--- config.mk ---
export PLATFORM = sky130hd
export DESIGN_NAME = param_datapath
export DESIGN_NICKNAME = d
export VERILOG_FILES = /design/src/rtl/param_datapath.sv
export SDC_FILE = /design/constraint.sdc
export NUM_CORES = 2
export LEC_CHECK = 0
export CAP_MARGIN = 20
export CORE_UTILIZATION = 25
export CTS_BUF_LIST = sky130_fd_sc_hd__clkbuf_2 sky130_fd_sc_hd__clkbuf_4 sky130_fd_sc_hd__clkbuf_8
export DETAILED_ROUTE_END_ITERATION = 6
export DONT_BUFFER_PORTS = 1
export PLACE_DENSITY_LB_ADDON = 0.05
export SYNTH_ARGS = -nofsm -noshare
export SYNTH_HDL_FRONTEND = slang
export SYNTH_SLANG_ARGS = --single-unit
--- constraint.sdc ---
create_clock -name clock -period 19.85 [get_ports clock]
set_input_delay 0.9925 -clock clock [delete_from_list [all_inputs] [get_ports clock]]
set_output_delay 0.9925 -clock clock [all_outputs]
set_load 0.05 [all_outputs]
--- src/rtl/param_datapath.sv ---
// Single-bus CPU datapath: register file, special registers, encoded bus mux, ALU and an
// iterative signed Booth multiplier / non-restoring divider that delivers its result into Z.
module param_datapath #(
    parameter int W       = 32,
    parameter int NREGS   = 16,
    parameter bit R0_ZERO = 1'b0
) (
    input  logic         clock,
    input  logic         clear,
    input  logic [4:0]   bus_src,
    input  logic         reg_we,
    input  logic [3:0]   reg_idx,
    input  logic         HIin,
    input  logic         LOin,
    input  logic         PCin,
    input  logic         IRin,
    input  logic         Yin,
    input  logic         MARin,
    input  logic         MDRin,
    input  logic         Zin,
    input  logic         Read,
    input  logic         IncPC,
    input  logic [4:0]   alu_op,
    input  logic [W-1:0] mdata_in,
    input  logic [W-1:0] inport_in,
    input  logic [W-1:0] csign_in,
    output logic [W-1:0] bus_out,
    output logic [W-1:0] mar_out,
    output logic [W-1:0] ir_out,
    output logic [W-1:0] pc_out,
    output logic         busy,
    output logic         done,
    output logic         div0
);
    localparam int SW = $clog2(W);
    localparam logic [SW-1:0] LAST = SW'(W - 1);

    typedef enum logic [1:0] {IDLE, RUN, DZERO} SeqState;

    SeqState state, nextState;

    logic [W-1:0]   regFile [NREGS];
    logic [W-1:0]   hi, lo, pc, ir, mar, mdr, y, inportReg;
    logic [2*W-1:0] z;
    logic [W-1:0]   busVal, aluResult;
    logic [SW-1:0]  shAmt, negAmt;

    logic           opIsDiv, quotNeg, remNeg, qm1;
    logic [SW-1:0]  iterCnt;
    logic [W+1:0]   acc, mExt, boothSum, divShift, divSum, accNext;
    logic [W-1:0]   qReg, mReg, qNext, divRem, quotient, remainder;
    logic           zAccept, startSeq, lastIter, seqFinish;

    // Encoded bus mux; unused codes and absent registers read as zero.
    always_comb begin
        busVal = '0;
        case (bus_src)
            5'd16: busVal = hi;
            5'd17: busVal = lo;
            5'd18: busVal = z[2*W-1:W];
            5'd19: busVal = z[W-1:0];
            5'd20: busVal = pc;
            5'd21: busVal = mdr;
            5'd22: busVal = inportReg;
            5'd23: busVal = csign_in;
            default: begin
                if (!bus_src[4]) begin
                    for (int i = 0; i < NREGS; i++) begin
                        if (bus_src[3:0] == 4'(i) && !(R0_ZERO && i == 0)) busVal = regFile[i];
                    end
                end
            end
        endcase
    end

    assign bus_out = busVal;
    assign mar_out = mar;
    assign ir_out  = ir;
    assign pc_out  = pc;

    // Rotate by the complementary amount modulo W, which degenerates cleanly when the amount is zero.
    assign shAmt  = busVal[SW-1:0];
    assign negAmt = -shAmt;

    always_comb begin
        aluResult = '0;
        case (alu_op)
            5'd0:    aluResult = y + busVal;
            5'd1:    aluResult = y - busVal;
            5'd2:    aluResult = y & busVal;
            5'd3:    aluResult = y | busVal;
            5'd4:    aluResult = y >> shAmt;
            5'd5:    aluResult = $signed(y) >>> shAmt;
            5'd6:    aluResult = y << shAmt;
            5'd7:    aluResult = (y >> shAmt) | (y << negAmt);
            5'd8:    aluResult = (y << shAmt) | (y >> negAmt);
            5'd9:    aluResult = -busVal;
            5'd10:   aluResult = ~busVal;
            default: aluResult = '0;
        endcase
    end

    // Divide works on magnitudes, so the divisor is zero-extended; Booth needs it sign-extended.
    assign mExt = opIsDiv ? {2'b00, mReg} : {{2{mReg[W-1]}}, mReg};

    always_comb begin
        case ({qReg[0], qm1})
            2'b01:   boothSum = acc + mExt;
            2'b10:   boothSum = acc - mExt;
            default: boothSum = acc;
        endcase
    end

    assign divShift = {acc[W:0], qReg[W-1]};
    assign divSum   = acc[W+1] ? divShift + mExt : divShift - mExt;
    assign divRem   = divSum[W+1] ? divSum[W-1:0] + mReg : divSum[W-1:0];

    always_comb begin
        if (opIsDiv) begin
            accNext = divSum;
            qNext   = {qReg[W-2:0], ~divSum[W+1]};
        end else begin
            accNext = {boothSum[W+1], boothSum[W+1:1]};
            qNext   = {boothSum[0], qReg[W-1:1]};
        end
    end

    assign quotient  = quotNeg ? -qNext : qNext;
    assign remainder = remNeg ? -divRem : divRem;

    assign zAccept  = Zin && (state == IDLE);
    assign startSeq = zAccept && !IncPC && (alu_op == 5'd11 || alu_op == 5'd12);
    assign lastIter = (state == RUN) && (iterCnt == LAST);

    always_ff @(posedge clock) begin
        if (clear) state <= IDLE;
        else       state <= nextState;
    end

    always_comb begin
        nextState = state;
        case (state)
            IDLE:    if (startSeq) nextState = (alu_op == 5'd12 && busVal == '0) ? DZERO : RUN;
            RUN:     if (iterCnt == LAST) nextState = IDLE;
            DZERO:   nextState = IDLE;
            default: nextState = IDLE;
        endcase
    end

    always_comb begin
        busy      = (state != IDLE);
        seqFinish = lastIter || (state == DZERO);
    end

    // Register loads and the sequencer datapath; operands are captured at start so later bus/Y changes are harmless.
    always_ff @(posedge clock) begin
        if (clear) begin
            for (int i = 0; i < NREGS; i++) regFile[i] <= '0;
            hi        <= '0;
            lo        <= '0;
            pc        <= '0;
            ir        <= '0;
            mar       <= '0;
            mdr       <= '0;
            y         <= '0;
            inportReg <= '0;
            z         <= '0;
            done      <= 1'b0;
            div0      <= 1'b0;
            opIsDiv   <= 1'b0;
            quotNeg   <= 1'b0;
            remNeg    <= 1'b0;
            qm1       <= 1'b0;
            iterCnt   <= '0;
            acc       <= '0;
            qReg      <= '0;
            mReg      <= '0;
        end else begin
            if (reg_we) begin
                for (int i = 0; i < NREGS; i++) begin
                    if (reg_idx == 4'(i) && !(R0_ZERO && i == 0)) regFile[i] <= busVal;
                end
            end
            if (HIin)  hi  <= busVal;
            if (LOin)  lo  <= busVal;
            if (PCin)  pc  <= busVal;
            if (IRin)  ir  <= busVal;
            if (Yin)   y   <= busVal;
            if (MARin) mar <= busVal;
            if (MDRin) mdr <= Read ? mdata_in : busVal;
            inportReg <= inport_in;
            done      <= seqFinish;

            if (startSeq) begin
                opIsDiv <= (alu_op == 5'd12);
                iterCnt <= '0;
                acc     <= '0;
                qm1     <= 1'b0;
                quotNeg <= y[W-1] ^ busVal[W-1];
                remNeg  <= y[W-1];
                if (alu_op == 5'd12) begin
                    div0 <= 1'b0;
                    qReg <= (busVal == '0 || !y[W-1]) ? y : -y;
                    mReg <= busVal[W-1] ? -busVal : busVal;
                end else begin
                    qReg <= y;
                    mReg <= busVal;
                end
            end else if (zAccept) begin
                z <= IncPC ? {{W{1'b0}}, busVal + W'(1)} : {{W{1'b0}}, aluResult};
            end else if (state == RUN) begin
                acc     <= accNext;
                qReg    <= qNext;
                qm1     <= qReg[0];
                iterCnt <= iterCnt + SW'(1);
                if (lastIter) z <= opIsDiv ? {remainder, quotient} : {accNext[W-1:0], qNext};
            end else if (state == DZERO) begin
                z    <= {qReg, {W{1'b1}}};
                div0 <= 1'b1;
            end
        end
    end
endmodule
Word-level counts from Yosys, hierarchy flattened
Memories as Yosys holds them, arrays and structs flattened.
Index checks and enable logic that the tools add are counted.
{"block": "classes", "mux": 132, "shifts": 5, "n_reduce_logical": 25, "eq_ne": 61, "bitwise_logic": 25, "addsub": 14}
{"operator": "2-to-1 mux 32 bit", "count": 46}
{"operator": "one-hot mux 32 bit (11 select lines)", "count": 1}
{"operator": "2-to-1 mux 64 bit", "count": 5}
{"operator": "one-hot mux 32 bit (8 select lines)", "count": 1}
{"operator": "negation 32 bit", "count": 4}
{"operator": "2-to-1 mux 34 bit", "count": 3}
{"operator": "OR 32 bit", "count": 3}
{"operator": "2-to-1 mux 1 bit", "count": 71}
{"operator": "adder 34 bit", "count": 2}
{"operator": "one-hot mux 34 bit (2 select lines)", "count": 1}
{"operator": "subtractor 34 bit", "count": 2}
{"operator": "adder 32 bit", "count": 2}
{"operator": "equality test 4 bit (second input constant)", "count": 16}
{"operator": "left shift 32 x 5 -> 32 bit", "count": 2}
{"operator": ">> shifter 32 x 5 -> 32 bit", "count": 2}
{"operator": "equality test 5 bit (second input constant)", "count": 9}
{"operator": "adder 32 x 1 -> 32 bit (second input constant)", "count": 1}
{"operator": "AND 32 bit", "count": 1}
{"operator": "equality test 4 x 3 -> 1 bit (second input constant)", "count": 8}
{"operator": "zero test 32 bit", "count": 1}
{"operator": "inverter 32 bit", "count": 1}
{"operator": ">>> shifter 32 x 5 -> 32 bit", "count": 1}
{"operator": "subtractor 32 bit", "count": 1}
{"operator": "equality test 5 x 4 -> 1 bit (second input constant)", "count": 5}
{"operator": "29 further kinds", "count": 73}
{"block": "totals", "in_bits": 123, "memories": 1, "reg_bits": 431, "elab_cells": 283, "out_inout_bits": 131, "ram_bits": 512}
{"memory": "regFile", "words": 16, "word_bits": 32, "read_ports": 16, "rd_clocked_by_memory_dff": 0, "write_ports": 16, "line_no": "42", "rtl": "logic [W-1:0] regFile [NREGS];"}

Logic depth before layout (Yosys ltp)
{"block": "depth", "depth_word": 25, "mapped_depth": 39, "ltp_nobuf": 35}

Worst setup path after synthesis
OpenSTA, ideal clock, no wires.
{"block": "synth_path", "path_kind": "input port to flip-flop", "startpoint": "input port bus_src[0]", "endpoint": "register z[30]", "setup_slack_ns": 11.445, "path_buffers": 13, "arrival_time_ns": 8.273, "setup_time_ns": 0.133, "cell_stages": 34, "required_time_ns": 19.717, "path_cell_list": "buf_4 buf_6 and2_1 buf_6 and3_1 a2111o_1 or4_1 buf_2 nor2_4 buf_2 buf_2 buf_2 buf_2 buf_1 ha_1 clkbuf_1 clkbuf_1 buf_1 clkbuf_1 a21oi_1 fa_1 a21o_1 a21o_1 a2111oi_0 o21ai_0 a32oi_1 o21ai_0 nand3_1 a211oi_1 o31ai_1 xor2_1 nor2_1 o31ai_1 a31oi_1"}
{"block": "synth_between", "elab_chain_len": 25, "elab_cells_between_ends": 60, "classes_between": "add/sub: 5; eq/ne: 23; shift: 5; mux: 21; bitwise: 5; reduce/logical: 1"}
{"item": "start, declared", "line_no": "10", "rtl": "input logic [4:0] bus_src,"}
{"item": "zero test 4 bit", "line_no": "69", "rtl": "if (bus_src[3:0] == 4'(i) && !(R0_ZERO && i == 0)) busVal = regFile[i];"}
{"item": "2-to-1 mux 32 bit (16 in series)", "line_no": "69"}
{"item": "2-to-1 mux 32 bit", "line_no": "67", "rtl": "if (!bus_src[4]) begin"}
{"item": "one-hot mux 32 bit (8 select lines) (*)", "line_no": "57", "rtl": "case (bus_src)"}
{"item": "negation 5 bit", "line_no": "83", "rtl": "assign negAmt = -shAmt;"}
{"item": ">> shifter 32 x 5 -> 32 bit or left shift 32 x 5 -> 32 bit (tied branches)", "line_no": "96, 95"}
{"item": "OR 32 bit, on equally long branches", "line_no": "96, 95"}
{"item": "one-hot mux 32 bit (11 select lines)", "line_no": "87", "rtl": "case (alu_op)"}
{"item": "2-to-1 mux 32 bit (*)", "line_no": "210", "rtl": "z <= IncPC ? {{W{1'b0}}, busVal + W'(1)} : {{W{1'b0}}, aluResult};"}
{"item": "2-to-1 mux 64 bit (*)", "line_no": "209", "rtl": "end else if (zAccept) begin"}
{"item": "end signal, assigned", "line_no": "210"}
{"item": "end signal, assigned", "line_no": "216", "rtl": "if (lastIter) z <= opIsDiv ? {remainder, quotient} : {accNext[W-1:0], qNext};"}
{"item": "end signal, assigned", "line_no": "218", "rtl": "z <= {qReg, {W{1'b1}}};"}
{"item": "end, declared", "line_no": "44", "rtl": "logic [2*W-1:0] z;"}
Mark *: on every way between the ends. The rest lies on a longest branch, timed or not.
A chain may end at the register's enable or synchronous reset.

Final worst setup path
{"block": "layout_path", "startpoint": "register mReg[0]", "endpoint": "register z[62]"}
{"block": "layout_between", "elab_chain_len": 11, "elab_cells_between_ends": 16, "classes_between": "add/sub: 6; mux: 10"}
{"item": "start, declared", "line_no": "51", "rtl": "logic [W-1:0] qReg, mReg, qNext, divRem, quotient, remainder;"}
{"item": "start signal, assigned", "line_no": "204", "rtl": "mReg <= busVal[W-1] ? -busVal : busVal;"}
{"item": "start signal, assigned", "line_no": "207", "rtl": "mReg <= busVal;"}
{"item": "2-to-1 mux 34 bit", "line_no": "104", "rtl": "assign mExt = opIsDiv ? {2'b00, mReg} : {{2{mReg[W-1]}}, mReg};"}
{"item": "subtractor 34 bit or adder 34 bit (tied branches)", "line_no": "115", "rtl": "assign divSum = acc[W+1] ? divShift + mExt : divShift - mExt;"}
{"item": "2-to-1 mux 34 bit", "line_no": "115"}
{"item": "adder 32 bit", "line_no": "116", "rtl": "assign divRem = divSum[W+1] ? divSum[W-1:0] + mReg : divSum[W-1:0];"}
{"item": "2-to-1 mux 32 bit", "line_no": "116"}
{"item": "negation 32 bit", "line_no": "129", "rtl": "assign remainder = remNeg ? -divRem : divRem;"}
{"item": "2-to-1 mux 32 bit", "line_no": "129"}
{"item": "2-to-1 mux 64 bit (*) (2 in series)", "line_no": "216"}
{"item": "2-to-1 mux 64 bit (*)", "line_no": "211", "rtl": "end else if (state == RUN) begin"}
{"item": "2-to-1 mux 64 bit (*)", "line_no": "209"}
Mark *: on every way between the ends. The rest lies on a longest branch, timed or not. The select of a mux whose other input is x is not followed.

==> results_dict.tcl <==
set metrics [dict create \
    gp_congestion 1.105 \
    vias 63620 \
    syn_area_sq_um 64080 \
    path_class "reg -> reg" \
    startpoint "mReg[0]" \
    cts_buffer_depth 3 \
    hold_violations 0 \
    min_path_type "in -> reg" \
    period_share 0.4813 \
    htreeDepth 4 \
    setup-tns-final_ns 0 \
    dp_hpwl_um 305800 \
    row_count 185 \
    worstPathArrival_ns 10.46 \
    nets 7642 \
    irDropWorstVdd_v 0.00004849 \
    synth.avg_cell_area_sq_um 8.499 \
    status "complete, but fails checks" \
    worstSetupEndpointType "flop" \
    rr_worst_depth 35 \
    grt_pass1_vias 60800 \
    boundaryPins 254 \
    async_reset_ff_frac 0 \
    first_pass_iters 7 \
    insertion_delay_ns 1.02 \
    hold_buffers 19 \
    grt_use_total 0.3180 \
    synth_most_common_cell "nor2_1" \
    dp_cells 10520 \
    fillers 27130 \
    ys_ff_latch 943 \
    cts_resized 0 \
    start_kind "flop" \
    worst_pin_slew_ns 2.201 \
    coreArea_sq_um 254400 \
    worst_slew_margin_rel -0.4675 \
    rsz0062_at_grt "no" \
    skew_ns 0.08914 \
    crit_fanout 47 \
    die_h_um 508.3 \
    max_cap_viol_count 0 \
    design.die.area_sq_um 258300 \
    switchingPower_mw 2.528 \
    busiest_layer "met2" \
    cts_setup_buffers 0 \
    leakage_nw 26.98 \
    drt_wl_total_um 423300 \
    pwr-share-comb 0.283 \
    synth_top_area_share 0.2399 \
    drcViolationCount 1 \
    p_int_mw 4.007 \
    yosys-top-cells-area "edfxtp_1 24%, dfxtp_1 13%, nor2_1 6.3%, a21oi_1 4.2%, a211oi_1 3.8%" \
    holdPathStages 1 \
    fin_crit_ns 9.553 \
    finalNonFillerCells 10920 \
    violations "DRC, slew limit" \
    p_seq_frac 0.352 \
    grt_use_met1 0.3991 \
    final-setup-viol-count 0 \
    min_to "inportReg[17]" \
    synth_largest_area_cell "edfxtp_1" \
    first_iter_violations 7285 \
    grt_pass1_wl_um 564100 \
    swShare 0.3869 \
    ys.flop_type "edfxtp_1" \
    cts.sink_count 943 \
    die_w_um 508.3 \
    total_power_mw 6.535 \
    tritoncts "yes" \
    cts_buffers 194 \
    cpMostUsedCell "nand2_1" \
    grt_util_met3 0.05593 \
    groute.layer.met2.usage 0.5211 \
    drive_above_1_share 0.1220 \
    synthTopCellsByCount "1083 x nor2_1, 594 x nand2_1, 540 x a21oi_1, 512 x edfxtp_1, 464 x o21ai_0" \
    clkSlewWorstSetupHoldPaths_ns 0.07 \
    reg2reg_to "z[62]" \
    initial_core_util 0.2519 \
    critPathTopFamily "simple AND/OR/NAND/NOR gates" \
    io_buffers 0 \
    cpMaxStageDelayCell "nor3b_1" \
    ys_types 117 \
    postSynthCellCount 7539 \
    ant_nets 0 \
    yosysWarnings 0 \
    syn-num-nets 7809 \
    power.density_nw_per_um2 89.81 \
    fmax_mhz 104.7 \
    wire_per_inst_um 38.75 \
    ctsRootBufferMaster "clkbuf_8" \
    regToRegSetupSlack_ns 10.30 \
    crit_buf_inv 3 \
    r2r_start "mReg[0]" \
    grt_max_degree 352 \
    fin_util 0.2861 \
    critPathMaxStageDelay_ns 0.56 \
    synth_edf_count 512 \
    grt_overflow_total 0 \
    syn2layout_area_growth_pct 13.57 \
    clkPwrFrac 0.365 \
    drv_slew 210 \
    routed_via_density 5.824 \
    hold_path.startpoint "inport_in[17]" \
    antenna_found_initial 59 \
    cp.required_ns 20.76 \
    yosysSeqAreaShare 0.3746 \
]
## placed cells by master (no fill, tap or decap), types with 73 or more instances in the layout
cell type  netlist  routed
mux2i_1        222     222
clkbuf_4         0      74
a211oi_1       326     320
o211ai_1        85      85
nor2b_1         78      75
ha_1           143     141
and3_1          91      91
xnor2_1        220     218
inv_1          134     131
edfxtp_1       512     512
nor3_1         156     154
a21o_1          84      84
a22oi_1        112     112
xor2_1         122     122
nand2_1        594     581
a21oi_1        540     540
o21ai_0        464     459
nand3_1        209     206
mux2_2          73      73
clkbuf_8         0     230
dfxtp_1        431     426
buf_4           31     285
nor2_1        1083    1073
## stage by stage
stage	instance area (sq um)	hold WS, ns	setup WS, ns
after CTS	72640	0.002265	10.37
after global routing	72740	0.05589	9.613
after global placement	67950	0.4461	10.37
after floorplan	64080	0.4167	11.44
after detailed placement	68040	0.4535	10.42
final	72770	0.1178	10.30
## flip-flops by register name (all words and copies together), names as in the netlist, 32 cells and up
| name | cells |
|---|---|
| ir_out | 32 |
| pc_out | 32 |
| hi | 32 |
| regFile | 512 |
| mReg | 32 |
| acc | 34 |
| y | 32 |
| mdr | 32 |
| z | 64 |
| mar_out | 32 |
| lo | 32 |
| qReg | 32 |
| inportReg | 32 |
## cell families (layout without fill, tap and decap cells)
kind of cell	after synthesis	in the layout	share of synthesized area
AND/OR/NAND/NOR	2598	2598	0.1866
buffers and inverters	831	822	0.05473
AO/OA/AOI/OAI	2337	2337	0.2451
multiplexers	339	339	0.06251
XOR/XNOR	344	344	0.04726
other	0	27	0
flip-flops	943	943	0.3746
adder cells (fa/ha/maj)	147	147	0.02917
## metal layers
layer  routed length (um)  vias up
met4                24440       24
met3                26840      719
li1                     -    27720
met1               174700    32500
met5                  195        -
met2               197100     2657
## power groups by stage
stage | clock (mW) | sequential, mW | combinational [mW]
2_1_floorplan | 0 | 2.29 | 1.07
3_3_place_gp | 0 | 2.34 | 1.80
3_5_place_dp | 0 | 2.34 | 1.79
4_1_cts | 2.44 | 2.30 | 1.80
5_1_grt | 2.52 | 2.30 | 1.91
6_report | 2.38 | 2.30 | 1.85
## worst max-delay path by stage
stage,cells after the start,slack (ns),endpoint
final,35,10.30,z[62]
after global routing,35,9.61,z[62]
after CTS,35,10.37,z[62]
after detailed placement,35,10.42,z[62]
after global placement,35,10.37,z[62]
after floorplan,34,11.44,z[30]
## layout make-up
type	instances	area (sq um)	share of cell area
clock buffer	302	3706	0.05093
clock inverter	52	695.7	0.009560
antenna	27	67.56	0.0009285
inverter	156	590.6	0.008116
tap	3366	4212	0.05787
multi-input combinational	5765	37050	0.5092
sequential	943	24010	0.3300
timing repair buffer	312	2435	0.03346
Power figures use the tool's default switching activity.
